File: config.mk
export PLATFORM = sky130hd
export DESIGN_NAME = ct_ifu_spsram_128x16_ctrl
export DESIGN_NICKNAME = d
export VERILOG_FILES = /design/src/rtl/ct_ifu_spsram_128x16_ctrl.sv
export SDC_FILE = /design/constraint.sdc
export NUM_CORES = 1
export LEC_CHECK = 0
export CORE_MARGIN = 2
export CORE_UTILIZATION = 46
export CTS_CLUSTER_DIAMETER = 50
export DETAILED_ROUTE_END_ITERATION = 12
export PLACE_DENSITY = 0.84
export SKIP_LAST_GASP = 1
export SYNTH_ARGS = -nofsm -noshare
export SYNTH_HDL_FRONTEND = slang
export SYNTH_SLANG_ARGS = --single-unit
File: constraint.sdc
create_clock -name forever_cpuclk -period 4.2 [get_ports forever_cpuclk]
set_clock_uncertainty 0.05 [all_clocks]
set_input_delay 0.84 -clock forever_cpuclk [delete_from_list [all_inputs] [get_ports forever_cpuclk]]
set_output_delay 0.84 -clock forever_cpuclk [all_outputs]
set_load 0.02 [all_outputs]
File: src/rtl/ct_ifu_spsram_128x16_ctrl.sv
// ct_ifu_spsram_128x16_ctrl: access controller driving the A/CEN/GWEN/WEN/D
// pins of the 128x16 IFU SRAM wrapper. One read client and one masked-write
// client share the single port; a one-entry write buffer holds a write that
// loses to a read, with a starvation counter forcing it out. The array is
// swept to INIT_VAL after reset or inv_req. Read data returns 1 cycle after
// rd_gnt.
// Ports: forever_cpuclk/cpurst (sync, active-high); inv_req, init_done;
//   rd_req/rd_idx/rd_gnt/rd_vld/rd_data; wr_req/wr_idx/wr_data/wr_mask/wr_gnt;
//   sram_a/sram_cen/sram_gwen/sram_wen/sram_d out, sram_q in.
// Option: define CT_SPSRAM_RAW_BYPASS_EN to let a read hit the pending
//   buffered write and merge it into rd_data instead of waiting for the drain.
module ct_ifu_spsram_128x16_ctrl #(
  parameter int ADDR_WIDTH = 7,
  parameter int DATA_WIDTH = 16,
  parameter logic [DATA_WIDTH-1:0] INIT_VAL = 16'h0000,
  parameter int STARVE_MAX = 4
) (
  input  logic                  forever_cpuclk,
  input  logic                  cpurst,
  input  logic                  inv_req,
  output logic                  init_done,
  input  logic                  rd_req,
  input  logic [ADDR_WIDTH-1:0] rd_idx,
  output logic                  rd_gnt,
  output logic                  rd_vld,
  output logic [DATA_WIDTH-1:0] rd_data,
  input  logic                  wr_req,
  input  logic [ADDR_WIDTH-1:0] wr_idx,
  input  logic [DATA_WIDTH-1:0] wr_data,
  input  logic [DATA_WIDTH-1:0] wr_mask,
  output logic                  wr_gnt,
  output logic [ADDR_WIDTH-1:0] sram_a,
  output logic                  sram_cen,
  output logic                  sram_gwen,
  output logic [DATA_WIDTH-1:0] sram_wen,
  output logic [DATA_WIDTH-1:0] sram_d,
  input  logic [DATA_WIDTH-1:0] sram_q
);

  localparam int SW = $clog2(STARVE_MAX + 1);
  localparam logic [SW-1:0] SMAX = SW'(STARVE_MAX);

  typedef enum logic {ST_INIT, ST_IDLE} state_e;

  state_e                state_q, state_d;
  logic [ADDR_WIDTH-1:0] init_cnt_q, init_cnt_d;
  logic                  buf_vld_q, buf_vld_d;
  logic [ADDR_WIDTH-1:0] buf_idx_q, buf_idx_d;
  logic [DATA_WIDTH-1:0] buf_data_q, buf_data_d;
  logic [DATA_WIDTH-1:0] buf_mask_q, buf_mask_d;
  logic [SW-1:0]         starve_q, starve_d;
  logic                  rd_vld_q, rd_vld_d;
  logic                  rst_q;

  // rst_q holds everything quiet for the first cycle after cpurst falls
  logic blk, idle, sweep, hit, starved;
  logic rd_go, drain, wr_live, wr_buf, wr_dir;

  assign blk     = cpurst | rst_q;
  assign idle    = (state_q == ST_IDLE) & ~blk & ~inv_req;
  assign sweep   = (state_q == ST_INIT) & ~blk & ~inv_req;
  assign hit     = buf_vld_q & (rd_idx == buf_idx_q);
  assign starved = buf_vld_q & (starve_q == SMAX);

`ifdef CT_SPSRAM_RAW_BYPASS_EN
  assign rd_go = idle & rd_req & ~starved;
`else
  // a read of the buffered index waits; the drain goes first
  assign rd_go = idle & rd_req & ~starved & ~hit;
`endif

  assign drain     = idle & buf_vld_q & ~rd_go;
  assign init_done = (state_q == ST_IDLE) & ~blk;
  assign wr_gnt    = init_done & ~buf_vld_q & ~inv_req;
  assign rd_gnt    = rd_go;
  assign wr_live   = wr_req & wr_gnt & (|wr_mask);
  assign wr_buf    = wr_live & rd_go;
  assign wr_dir    = wr_live & ~rd_go;
  assign rd_vld    = rd_vld_q;

`ifdef CT_SPSRAM_RAW_BYPASS_EN
  logic [DATA_WIDTH-1:0] byp_data_q, byp_data_d;
  logic [DATA_WIDTH-1:0] byp_mask_q, byp_mask_d;

  always_comb begin
    byp_data_d = buf_data_q;
    byp_mask_d = (rd_go & hit) ? buf_mask_q : '0;
  end

  always_ff @(posedge forever_cpuclk) begin
    if (cpurst) begin
      byp_data_q <= '0;
      byp_mask_q <= '0;
    end else begin
      byp_data_q <= byp_data_d;
      byp_mask_q <= byp_mask_d;
    end
  end

  assign rd_data = rd_vld_q
    ? ((sram_q & ~byp_mask_q) | (byp_data_q & byp_mask_q))
    : '0;
`else
  assign rd_data = rd_vld_q ? sram_q : '0;
`endif

  // state register
  always_ff @(posedge forever_cpuclk) begin
    rst_q <= cpurst;
    if (cpurst) begin
      state_q    <= ST_INIT;
      init_cnt_q <= '0;
      buf_vld_q  <= 1'b0;
      buf_idx_q  <= '0;
      buf_data_q <= '0;
      buf_mask_q <= '0;
      starve_q   <= '0;
      rd_vld_q   <= 1'b0;
    end else begin
      state_q    <= state_d;
      init_cnt_q <= init_cnt_d;
      buf_vld_q  <= buf_vld_d;
      buf_idx_q  <= buf_idx_d;
      buf_data_q <= buf_data_d;
      buf_mask_q <= buf_mask_d;
      starve_q   <= starve_d;
      rd_vld_q   <= rd_vld_d;
    end
  end

  // next state
  always_comb begin
    state_d    = state_q;
    init_cnt_d = init_cnt_q;
    buf_vld_d  = buf_vld_q;
    buf_idx_d  = buf_idx_q;
    buf_data_d = buf_data_q;
    buf_mask_d = buf_mask_q;
    starve_d   = starve_q;
    rd_vld_d   = rd_go;
    if (inv_req) begin
      state_d    = ST_INIT;
      init_cnt_d = '0;
      buf_vld_d  = 1'b0;
      starve_d   = '0;
    end else if (sweep) begin
      init_cnt_d = init_cnt_q + ADDR_WIDTH'(1);
      if (&init_cnt_q) state_d = ST_IDLE;
    end else if (idle) begin
      if (drain) begin
        buf_vld_d = 1'b0;
        starve_d  = '0;
      end else if (buf_vld_q && starve_q != SMAX) begin
        starve_d = starve_q + SW'(1);
      end
      if (wr_buf) begin
        buf_vld_d  = 1'b1;
        buf_idx_d  = wr_idx;
        buf_data_d = wr_data;
        buf_mask_d = wr_mask;
        starve_d   = '0;
      end
    end
  end

  // SRAM pin drive, one access per cycle
  always_comb begin
    sram_cen  = 1'b1;
    sram_gwen = 1'b1;
    sram_wen  = '1;
    sram_a    = '0;
    sram_d    = '0;
    unique case (1'b1)
      sweep: begin
        sram_cen  = 1'b0;
        sram_gwen = 1'b0;
        sram_wen  = '0;
        sram_a    = init_cnt_q;
        sram_d    = INIT_VAL;
      end
      rd_go: begin
        sram_cen = 1'b0;
        sram_a   = rd_idx;
      end
      drain: begin
        sram_cen  = 1'b0;
        sram_gwen = 1'b0;
        sram_wen  = ~buf_mask_q;
        sram_a    = buf_idx_q;
        sram_d    = buf_data_q;
      end
      wr_dir: begin
        sram_cen  = 1'b0;
        sram_gwen = 1'b0;
        sram_wen  = ~wr_mask;
        sram_a    = wr_idx;
        sram_d    = wr_data;
      end
      default: ;
    endcase
  end

endmodule

==> results.toml, run 1 <==
[route]
avgRoutedWirePerCell_um = 17.0
via_per_inst = 5.95
dr.pass1.iters = 4
antenna_left = 0
vias = 3366
drc_errors = 0
drtIter0Drc = 220
drt_wl_total_mm = 9.64

[final_layout]
fillers = 478
diodes = 0
design_area_sq_um = 4500
multi_input_area_sq_um = 1670
area_delta_synth_final_pct = 55.5
final_util_pct = 75.2
drive_gt1_share_pct = 11.8
finalNetCount = 560
seq_area_sq_um = 1060

[setup_path]
r2r-end = "buf_idx_q[6]"
cp-start-kind = "input port"
cp-end-kind = "output pin"
reg2reg_slack_ps = 2180
crit_arrival_ps = 3280
setup.worst_path.start = "rd_idx[4]"
critPathMaxFanout = 17
reg2reg_from = "state_q"
worstPathRequired_ps = 3310
worstSetupPathType = "in -> out"
worstRegToRegCells = 7
endpoint = "sram_a[5]"

[logic_synthesis]
synth_cell_type_count = 37
synth_area_sq_um = 2900
netlist_instances = 351
synth_seq_area_share_pct = 36.6
postSynthRegisterBits = 53
yosysWarnings = 0
synth_fp_nets = 421
syn_area_per_cell_sq_um = 8.25

[timing]
setup_viol = 0
rsz0062_at_grt = "true"
worst_pin_slew_ps = 392
maxSlewViolCount = 0
finalHoldViolCount = 0
hold_slack_ps = 430
fmax_mhz = 240
relSlewSlack_pct = 73.6
fin_crit_sh_pct = 99.3
layout_min_cycle_time_ps = 4170
tns_ps = 0

[run]
drv_cap = 0

[pwr]
p_switching_mw = 0.214
internal_power_mw = 0.728
pwr-share-seq_pct = 53.6
power.density_nw_per_um2 = 209
p_sw_share_pct = 22.7
peakVddDrop_mv = 0.180
pwr-share-clk_pct = 32.9
p_leak_nw = 1.80
power_mw = 0.942
pwr-share-comb_pct = 13.5

[clock_tree]
cts_root_buf = "clkbuf_8"
clockBufferDepth = 2
path_clk_slew_ps = 90
clock_latency_ps = 300
cts_tree = "done"
post_cts.repair.setup_buffers = 0
clock-sinks = 53
numCtsBuffers = 5
ctsHoldBuffers = 0
htreeDepth = 2

[die]
boundaryPins = 128
fp.dieArea_sq_um = 6950
chipWidth_um = 83.4
die_h_um = 83.4
num_rows = 28
core-area_sq_um = 5990
initial_utilization_pct = 48.4

[global_routing]
grt_start_max_net_pins = 41
antenna_found_initial = 0
grt_pass1_vias = 3279
grt_overflow = 0
grt_pass1_wl_mm = 15.7
grtUsageTotal_pct = 27.3

[placed_design]
place_congestion = 0.884
dpl.hpwl_mm = 7.06
io_buffers = 127
detailed_place.area_sq_um = 4390

[status]
outcome = "complete, no violations"

[worst_hold_path]
hold_path_class = "reg -> reg"
min_path_cells = 2
==> stage by stage <==
step | std cells | setup slack (ps)
final | 566 | 28.9
after CTS | 566 | -45.4
after global routing | 566 | -51.9
after floorplan | 351 | 647
after detailed placement | 557 | -88.5
after global placement | 557 | -40.2
==> synthesized netlist by cell type, drive strengths merged <==
cell	number	area (sq um)
o21ai	41	205
or3	1	6.26
and3	7	43.8
nand3	44	220
clkbuf	13	48.8
dfxtp	53	1060
nor4	9	62.6
mux2	3	45.0
inv	5	21.3
xnor2	5	43.8
a31oi	1	6.26
mux2i	1	10.0
or2b	1	7.51
buf	20	118
nand2	12	45.0
or2	1	6.26
xor2	9	78.8
nor3	1	10.0
a21bo	1	16.3
a22o	19	166
nor4b	1	23.8
o221ai	16	140
and4	1	8.76
ha	3	37.5
a21oi	42	210
and2	18	115
a221o	6	60.1
nor2	12	45.0
o22ai	1	6.26
o31a	1	8.76
nand4	3	18.8
==> worst min-delay path by stage <==
stage	startpoint	endpoint
floorplan	buf_mask_q[0]	buf_mask_q[0]
global placement	buf_data_q[6]	buf_data_q[6]
detailed placement	buf_mask_q[8]	buf_mask_q[8]
CTS	buf_mask_q[8]	buf_mask_q[8]
global route	buf_data_q[9]	buf_data_q[9]
finish	buf_data_q[13]	buf_data_q[13]
==> cell usage in the layout (no fill, tap or decap), types with 4 or more instances in the layout <==
master	count
clkbuf_8	7
nand3_1	44
and2_1	16
inv_1	4
dfxtp_1	53
dlymetal6s2s_1	9
nor2_1	12
xnor2_1	5
xor2_1	9
clkdlybuf4s50_1	87
dlygate4sd2_1	30
o21ai_0	41
buf_4	34
a221o_1	6
and3_1	7
nand2_1	12
a21oi_1	42
nor4_1	7
o221ai_1	16
a22o_1	19
==> registers in the layout (all words and copies together), names as in the netlist <==
name        count
buf_mask_q     16
rd_vld          1
state_q         1
init_cnt_q      7
buf_vld_q       1
starve_q        3
buf_idx_q       7
buf_data_q     16
rst_q           1
==> cells by family (layout without fill, tap and decap cells) <==
kind of cell | after synthesis | after routing | share of synthesized area, %
XOR/XNOR | 14 | 14 | 4.23
adder cells (fa/ha/maj) | 3 | 3 | 1.30
AND/OR/NAND/NOR | 111 | 112 | 21.2
buffers and inverters | 38 | 177 | 6.48
AO/OA/AOI/OAI | 128 | 128 | 28.3
multiplexers | 4 | 4 | 1.90
flip-flops | 53 | 53 | 36.6
==> per-layer routing <==
| metal | GRT usage, % | up-vias | share of wire (%) |
|---|---|---|---|
| met5 | 0 | - | 0 |
| met1 | 32.7 | 1581 | 40 |
| met4 | 8.79 | 0 | 2.2 |
| met3 | 4.47 | 19 | 7.1 |
| met2 | 49.6 | 175 | 51 |
| li1 | - | 1591 | - |
==> worst max-delay path, stage by stage <==
cell             delay [ps]
clkdlybuf4s50_1         460
xor2_1                  160
nor4_1                  310
buf_4                   170
a21bo_4                 200
buf_12                  130
buf_4                   190
nand3_1                 110
nand4_1                 100
clkdlybuf4s50_1         610
==> area by class of cell <==
| type | instances | area share (%) |
|---|---|---|
| Clock inverter | 1 | 0.111 |
| Clock buffer | 7 | 2.14 |
| Tap cell | 75 | 2.08 |
| Timing Repair Buffer | 164 | 34.6 |
| Inverter | 5 | 0.472 |
| Multi-Input combinational cell | 261 | 37.1 |
| Sequential cell | 53 | 23.6 |
==> power groups by stage <==
stage | Combinational (mW) | Clock [mW] | Sequential [mW]
finish | 0.127 | 0.310 | 0.505
global route | 0.134 | 0.336 | 0.506
CTS | 0.126 | 0.314 | 0.505
detailed placement | 0.129 | 0 | 0.517
global placement | 0.128 | 0 | 0.517
floorplan | 0.0319 | 0 | 0.516
==> repair_timing <==
item	in CTS	in global routing
gates resized for setup	32	11
cloned	1	0
hold endpoints to repair	0	0
setup endpoints to repair	39	10
(Power assumes the default switching activity.)
==> run 2: changes to the inputs <==
--- a/config.mk
+++ b/config.mk
@@ -9,7 +9,8 @@
 export CORE_UTILIZATION = 46
 export CTS_CLUSTER_DIAMETER = 50
 export DETAILED_ROUTE_END_ITERATION = 12
-export PLACE_DENSITY = 0.84
+export PLACE_DENSITY = 0.87
+export RECOVER_POWER = 25
 export SKIP_LAST_GASP = 1
 export SYNTH_ARGS = -nofsm -noshare
 export SYNTH_HDL_FRONTEND = slang
==> results.toml, run 2 (synthesized netlist as in run 1, its figures left out) <==
[timing]
rsz0062_at_grt = "false"
maxSlewViolCount = 41
finalHoldViolCount = 0
fmax_mhz = 246
relSlewSlack_pct = -0.889
fin_crit_sh_pct = 96.7
tns_ps = 0
layout_min_cycle_time_ps = 4060
setup_viol = 0
worst_slack_ps = 137
worst_pin_slew_ps = 1510

[final_layout]
diodes = 0
area_delta_synth_final_pct = 51.7
final_cell_mix = "85 x clkdlybuf4s50_1, 53 x dfxtp_1, 44 x nand3_1, 42 x a21oi_1, 41 x o21ai_0"
design_area_sq_um = 4390
fillers = 475
layout_commonest_cell = "clkdlybuf4s50_1"
drive_gt1_share_pct = 7.72
reg_top3 = "buf_data_q: 16 flops, buf_mask_q: 16 flops"
finalNetCount = 548

[setup_path]
cp-end-kind = "output pin"
crit_arrival_ps = 3170
worstPathRequired_ps = 3310
worstSetupPathType = "in -> out"
cp-start-kind = "input port"
critPathMaxFanout = 18

[route]
wl_met1_mm = 3.80
wl_met2_mm = 4.96
drc_errors = 0
avgRoutedWirePerCell_um = 17.4
dr.pass1.iters = 5
wl_met3_um = 724
antenna_left = 0
drtIter0Drc = 230
via_per_inst = 5.98
drt_wl_total_mm = 9.65
vias = 3312
highest_layer = "met4"

[global_routing]
grt_pass1_wl_mm = 15.4
grt_overflow = 0
grt_start_max_net_pins = 41
grtUsageTotal_pct = 26.6
grt_pass1_vias = 3107
antenna_found_initial = 0

[die]
core-area_sq_um = 5990
chipWidth_um = 83.4
fp.dieArea_sq_um = 6950
die_h_um = 83.4
boundaryPins = 128
num_rows = 28
initial_utilization_pct = 48.4

[clock_tree]
cts_tree = "done"
htreeDepth = 2
post_cts.repair.setup_buffers = 0
cts.repair.resized = 20
clock-sinks = 53
numCtsBuffers = 5
clock_latency_ps = 300
clockBufferDepth = 2
path_clk_slew_ps = 80
cts_root_buf = "clkbuf_8"
ctsHoldBuffers = 0

[run]
drv_cap = 1

[placed_design]
place_ws_ps = -56.1
dpl.hpwl_mm = 7.12
detailed_place.area_sq_um = 4300
place_congestion = 0.918
io_buffers = 127

[pwr]
power.density_nw_per_um2 = 206
peakVddDrop_mv = 0.152
p_leak_nw = 1.75
power_mw = 0.903

[status]
outcome = "finished, violations left"
violations = "capacitance limit, slew limit"

[worst_hold_path]
hold_path_class = "reg -> reg"
-- run 2: stage by stage --
stage	instances	hold slack [ps]	utilization (%)
global route	554	459	73.4
CTS	554	430	72.7
floorplan	351	404	-
detailed placement	546	418	71.7
finish	554	430	73.4
global placement	546	409	71.7
-- run 2: area by class of cell --
class,count,area (sq um),area share (%)
multi-input combinational,260,1650,37.6
timing repair buffer,153,1480,33.8
sequential,53,1060,24.1
tap,75,93.8,2.14
clock buffer,8,80.1,1.82
inverter,5,21.3,0.484
-- run 2: worst paths after layout --
check	from	endpoint	slack, ps	depth (start not counted)
hold / removal	buf_data_q[2]	buf_data_q[2]	430	2
setup / recovery	wr_mask[2]	sram_gwen	140	8
hold reg to reg	buf_data_q[2]	buf_data_q[2]	430	2
setup reg to reg	rst_q	starve_q[2]	1510	6
-- run 2: power breakdown --
group / switching [mW] / internal, mW
registers: 0.00187 / 0.503
clock network: 0.153 / 0.119
logic: 0.0509 / 0.0752
total: 0.206 / 0.697
-- run 2: critical path: stages --
cell and delay, ps:
clkdlybuf4s50_1 470, nor4_1 320, nand4_1 170, and3_1 250, o31a_1 330, buf_12 160, inv_1 50, clkdlybuf4s50_1 590
-- run 2: layer usage --
layer  GRT usage (%)  vias up
met1            31.9     1558
li1                -     1554
met3            5.27       18
met4            6.11        0
met5               0        -
met2            48.5      182
